File: src/rtl/imem_boot_loader_if.sv
// Host word stream and instruction-memory write port of the boot loader.
// The loader sits on the slave side; the host/memory harness sits on the master side.
interface imem_boot_loader_if #(
    parameter int ADDR_W = 32,
    parameter int DATA_W = 32
);
    logic              host_valid;
    logic [DATA_W-1:0] host_data;
    logic              host_ready;
    logic              im_write_enable;
    logic [ADDR_W-1:0] im_write_address;
    logic [DATA_W-1:0] im_write_data;

    modport slave (
        input  host_valid, host_data,
        output host_ready, im_write_enable, im_write_address, im_write_data
    );

    modport master (
        output host_valid, host_data,
        input  host_ready, im_write_enable, im_write_address, im_write_data
    );
endinterface

File: src/rtl/imem_boot_loader.sv
// Loads a program from a host word stream into instruction memory, then
// releases the core from reset a fixed number of cycles after the last write.
module imem_boot_loader #(
    parameter int ADDR_W     = 32,
    parameter int DATA_W     = 32,
    parameter int MEM_WORDS  = 256,
    parameter int ADDR_STEP  = 1,
    parameter int RESET_HOLD = 4
) (
    input  logic              clock,
    input  logic              reset,
    input  logic              start,
    input  logic              abort,
    input  logic [ADDR_W-1:0] base_addr,
    input  logic [ADDR_W-1:0] word_count,
    imem_boot_loader_if.slave bus,
    output logic              core_reset_n,
    output logic              busy,
    output logic              done,
    output logic              error
);
    localparam int                HOLD_W   = (RESET_HOLD > 1) ? $clog2(RESET_HOLD) : 1;
    localparam logic [ADDR_W-1:0] MAX_WORDS = ADDR_W'(MEM_WORDS);
    localparam logic [ADDR_W-1:0] STEP      = ADDR_W'(ADDR_STEP);
    localparam logic [HOLD_W-1:0] HOLD_LAST = HOLD_W'(RESET_HOLD - 1);

    typedef enum logic [1:0] {S_IDLE, S_LOAD, S_HOLD, S_RUN} state_t;

    state_t            state_q, state_d;
    logic [ADDR_W-1:0] ptr_q;    // address of the next word to be written
    logic [ADDR_W-1:0] cnt_q;    // latched word_count
    logic [ADDR_W-1:0] acc_q;    // words accepted so far
    logic [HOLD_W-1:0] hold_q;
    logic              hs, start_ok, start_bad, count_ok;

    assign count_ok          = (word_count != '0) && (word_count <= MAX_WORDS);
    assign bus.host_ready    = (state_q == S_LOAD) && (acc_q < cnt_q);
    assign hs                = bus.host_valid & bus.host_ready;
    assign busy              = (state_q == S_LOAD) || (state_q == S_HOLD);
    assign core_reset_n      = (state_q == S_RUN);

    always_comb begin
        state_d   = state_q;
        start_ok  = 1'b0;
        start_bad = 1'b0;
        case (state_q)
            S_IDLE, S_RUN: begin
                if (start) begin
                    if (count_ok) begin
                        start_ok = 1'b1;
                        state_d  = S_LOAD;
                    end else begin
                        start_bad = 1'b1;
                    end
                end
            end
            S_LOAD: begin
                if (abort)
                    state_d = S_IDLE;
                else if (hs && (acc_q == cnt_q - ADDR_W'(1)))
                    state_d = S_HOLD;
            end
            S_HOLD: begin
                if (abort)
                    state_d = S_IDLE;
                else if (hold_q == HOLD_LAST)
                    state_d = S_RUN;
            end
            default: state_d = S_IDLE;
        endcase
    end

    always_ff @(posedge clock) begin
        if (reset) begin
            state_q              <= S_IDLE;
            ptr_q                <= '0;
            cnt_q                <= '0;
            acc_q                <= '0;
            hold_q               <= '0;
            done                 <= 1'b0;
            error                <= 1'b0;
            bus.im_write_enable  <= 1'b0;
            bus.im_write_address <= '0;
            bus.im_write_data    <= '0;
        end else begin
            state_q             <= state_d;
            done                <= (state_q == S_HOLD) && (state_d == S_RUN);
            bus.im_write_enable <= hs;
            // A handshake in the abort cycle still lands in memory one cycle later.
            if (hs) begin
                bus.im_write_address <= ptr_q;
                bus.im_write_data    <= bus.host_data;
                ptr_q                <= ptr_q + STEP;
                acc_q                <= acc_q + ADDR_W'(1);
            end
            if (start_ok) begin
                ptr_q <= base_addr;
                cnt_q <= word_count;
                acc_q <= '0;
                error <= 1'b0;
            end
            if (start_bad || (abort && busy))
                error <= 1'b1;
            hold_q <= (state_q == S_HOLD) ? hold_q + HOLD_W'(1) : '0;
        end
    end
endmodule

File: src/flat_wrapper.sv
// flat-port wrapper written by rule: the top's interface ports become plain ports
module imem_boot_loader_flat 
#(
    parameter int ADDR_W     = 32,
    parameter int DATA_W     = 32,
    parameter int MEM_WORDS  = 256,
    parameter int ADDR_STEP  = 1,
    parameter int RESET_HOLD = 4
)
  (clock, reset, start, abort, base_addr, word_count, core_reset_n, busy, done, error, bus_host_valid, bus_host_data, bus_host_ready, bus_im_write_enable, bus_im_write_address, bus_im_write_data);
  imem_boot_loader_if #(.ADDR_W(ADDR_W), .DATA_W(DATA_W)) bus_i ();
  input  logic clock;
  input  logic reset;
  input  logic start;
  input  logic abort;
  input  logic [ADDR_W-1:0] base_addr;
  input  logic [ADDR_W-1:0] word_count;
  output logic core_reset_n;
  output logic busy;
  output logic done;
  output logic error;
  input wire logic [$bits(bus_i.host_valid)-1:0] bus_host_valid;
  input wire logic [$bits(bus_i.host_data)-1:0] bus_host_data;
  output wire logic [$bits(bus_i.host_ready)-1:0] bus_host_ready;
  output wire logic [$bits(bus_i.im_write_enable)-1:0] bus_im_write_enable;
  output wire logic [$bits(bus_i.im_write_address)-1:0] bus_im_write_address;
  output wire logic [$bits(bus_i.im_write_data)-1:0] bus_im_write_data;
  assign bus_i.host_valid = bus_host_valid;
  assign bus_i.host_data = bus_host_data;
  assign bus_host_ready = bus_i.host_ready;
  assign bus_im_write_enable = bus_i.im_write_enable;
  assign bus_im_write_address = bus_i.im_write_address;
  assign bus_im_write_data = bus_i.im_write_data;
  imem_boot_loader #(.ADDR_W(ADDR_W), .DATA_W(DATA_W), .MEM_WORDS(MEM_WORDS), .ADDR_STEP(ADDR_STEP), .RESET_HOLD(RESET_HOLD)) u_core (.clock(clock), .reset(reset), .start(start), .abort(abort), .base_addr(base_addr), .word_count(word_count), .bus(bus_i), .core_reset_n(core_reset_n), .busy(busy), .done(done), .error(error));
endmodule
File: config.mk
export PLATFORM = sky130hd
export DESIGN_NAME = imem_boot_loader_flat
export DESIGN_NICKNAME = d
export VERILOG_FILES = /design/src/rtl/imem_boot_loader_if.sv /design/src/rtl/imem_boot_loader.sv /design/src/flat_wrapper.sv
export SDC_FILE = /design/constraint.sdc
export NUM_CORES = 1
export LEC_CHECK = 0
export BUFFER_PORTS_ARGS = -buffer_cell sky130_fd_sc_hd__buf_4
export CORE_MARGIN = 4
export CORE_UTILIZATION = 54
export CTS_CLUSTER_DIAMETER = 80
export DETAILED_ROUTE_END_ITERATION = 16
export PLACE_DENSITY = 0.79
export SYNTH_ARGS = -nofsm -noshare
export SYNTH_HDL_FRONTEND = slang
export SYNTH_SLANG_ARGS = --single-unit
File: constraint.sdc
create_clock -name clock -period 3.3 [get_ports clock]
set_input_delay 0.495 -clock clock [delete_from_list [all_inputs] [get_ports clock]]
set_output_delay 0.495 -clock clock [all_outputs]
set_load 0.02 [all_outputs]
==> results.toml <==
[timing]
rsz0062_at_grt = "no"
finalHoldViolations = 0
period_share = 0.9651
fin_skew_ps = 10.01
relSlewSlack = 0.6278
tightest_slew_ps = 554.1
whs_ps = 260.9
setup_viol = 0
maxSlewViolCount = 0
max_freq_mhz = 314.0
fin_tns_setup_ps = 0
layout_min_cycle_time_ps = 3185

[grt]
use_met2 = 0.4337
overflow = 0
met1_usage = 0.3159
grt_max_degree = 106
met3_usage = 0.05287
busiest_layer = "met2"
grt_pass1_vias = 7706
grt_pass1_wl_um = 37520
antenna_found_initial = 0
track_usage = 0.2561

[setup_path]
cp_max_fo = 4
crit_path_start_kind = "flop"
path_class = "reg2out"
setup.worst_path.end_class = "primary output"
arrival_ps = 2690
crit_required_ps = 2800

[synth]
async_reset_ff_frac = 0
synth.avg_cell_area_um2 = 8.086
synth-main-ff-cell = "dfxtp_1"
syn_area_um2 = 8531
ys_ff_latch = 167
ys_types = 63
synth_nets = 1195
synth_warnings = 0
yosysTopAreaCell = "dfxtp_1"
syn_inst = 1055
ys_seq_area_frac = 0.3919
synth_edf_count = 0
synth.top_cells.by_area = "dfxtp_1 (39%), nand2_1 (8.2%), xor2_1 (6.5%), ha_1 (5.7%), a21oi_1 (5.3%)"
synth_top_area_share = 0.3919

[cts]
cts_htree_levels = 4
cts_num_sinks = 167
clk_pin_slew_ps = 70
worstSkewPairLatency_ps = 430
cts_buffers = 17
cts_tree = "built"
clock_path_buffers = 2
root_buffer = "clkbuf_16"
ctsHoldBuffers = 0

[die]
placementRows = 45
start_util = 0.5570
die_h_um = 133.7
core_um2 = 15310
io_pins = 171
design.die.area_um2 = 17870
die_w_um = 133.7

[cells_and_area]
antenna_cells = 0
final_util = 0.6969
drive_gt1_frac = 0.2073
layout.nets = 1353
area_growth_pct = 25.11
design_area_um2 = 10670

[flow_run]
cap_violations = 0

[routing]
drtPass1Iterations = 5
wl_per_cell_um = 15.91
ant_nets = 0
drtIter0Drc = 629
vias = 7964
vias_per_cell = 5.546
routed_wl_um = 22850
remaining_drc_errors = 0

[pwr]
p_per_area_nw_per_um2 = 388.1
p_leak_uw = 0.004334
ir_drop_uv = 318.8
p_total_uw = 4142

[placement]
dp_hpwl_um = 16810
dpl-instance-area_um2 = 10090
gp_congestion = 0.8988
port_buffers = 170

[hold_path]
hold_class = "in2reg"

[outcome]
status = "finished clean"
[where the power goes]
part	internal (uW)	switching, uW	leakage [uW]	total [uW]
Clock	1070	909	0.000283	1980
Sequential	2010	0.443	0.00135	2020
Combinational	84.6	61.8	0.00271	146
Total	3170	971	0.00433	4140
[final cells by class]
type	instances	area (um^2)
clock buffer	17	425.4
clock inverter	14	152.6
fill	1281	4642
inverter	43	161.4
multi-input combinational	786	4787
sequential	167	3346
tap	211	264.0
timing repair buffer	198	1536
[synthesized netlist by cell type (all sizes together) (3+ instances only)]
cell type and n:
nand2 186, dfxtp 167, nor2 107, a21oi 91, xor2 63, inv 43, clkbuf 41, ha 39
xnor2 38, nand4 36, nand3 33, a211oi 26, nor4 25, and3 22, o21ai 20, buf 18
nor3 17, and4 11, nand2b 7, a31oi 5, nor3b 5, or3 5, a22oi 4, a311oi 4
or4 4, and2 3, nor2b 3, o211ai 3, o22ai 3
[cells by family (layout without fill, tap and decap cells)]
family | count (synthesis) | in the layout | synth area share
AO/OA/AOI/OAI | 173 | 173 | 0.1217
XOR/XNOR | 101 | 101 | 0.1037
adder cells (fa/ha/maj) | 39 | 39 | 0.05720
buffers and inverters | 102 | 272 | 0.04840
flip-flops | 167 | 167 | 0.3919
multiplexers | 2 | 2 | 0.002493
AND/OR/NAND/NOR | 471 | 471 | 0.2746
[flip-flops by register name, indices dropped and copies added (netlist names)]
| name | flops |
|---|---|
| u_core.bus.im_write_enable | 1 |
| u_core.bus.im_write_address | 32 |
| u_core.error | 1 |
| u_core.hold_q | 2 |
| u_core.state_q | 2 |
| u_core.bus.im_write_data | 32 |
| u_core.ptr_q | 32 |
| u_core.acc_q | 32 |
| u_core.cnt_q | 32 |
| u_core.done | 1 |
[critical path, cell delays in order, from the launching register on]
cell     delay [ps]
dfxtp_1         440
inv_1            90
ha_1            310
a21oi_1         170
nand2_1          70
a221o_1         410
a311o_2         410
nor2_2          190
buf_4           170
[per-stage QoR]
step / setup slack [ps] / cells
floorplan: 535.9 / 1055
global placement: 365.0 / 1405
detailed placement: 259.8 / 1405
CTS: 30.75 / 1436
global route: 4.169 / 1436
finish: 115.0 / 1436
[timing repair]
| item | CTS | global route |
|---|---|---|
| gates resized for setup | 0 | 4 |
| endpoints found under the hold margin | 0 | 0 |
| buffers inserted | 0 | 0 |
| endpoints found under the setup margin | 0 | 4 |
[final timing paths]
path                    start          endpoint  slack, ps  cells past startpoint
min reg2reg  u_core.hold_q[0]  u_core.hold_q[0]        430                      1
max          u_core.cnt_q[10]    bus_host_ready        120                      8
min             base_addr[13]  u_core.ptr_q[13]        260                      3
max reg2reg  u_core.cnt_q[10]   u_core.ptr_q[6]        210                     10
[cells in the final DEF, fill, tap and decap left out, types with 6 or more instances in the layout]
| cell type | count |
|---|---|
| buf_4 | 194 |
| nand2_1 | 186 |
| dfxtp_1 | 165 |
| nor2_1 | 106 |
| a21oi_1 | 91 |
| xor2_1 | 63 |
| inv_1 | 43 |
| ha_1 | 39 |
| xnor2_1 | 38 |
| nand4_1 | 34 |
| nand3_1 | 32 |
| a211oi_1 | 26 |
| and3_1 | 22 |
| o21ai_0 | 17 |
| nor4_1 | 17 |
| clkbuf_16 | 17 |
| nor3_1 | 13 |
| and4_1 | 11 |
| nand2b_1 | 6 |
| inv_6 | 6 |
[layer usage]
| layer | vias to the layer above | part of all wire |
|---|---|---|
| met5 | - | 0 |
| met4 | 0 | 0.030 |
| met3 | 45 | 0.062 |
| met2 | 253 | 0.48 |
| met1 | 3708 | 0.43 |
| li1 | 3958 | - |
No activity file was read; power rests on OpenSTA's default activity.
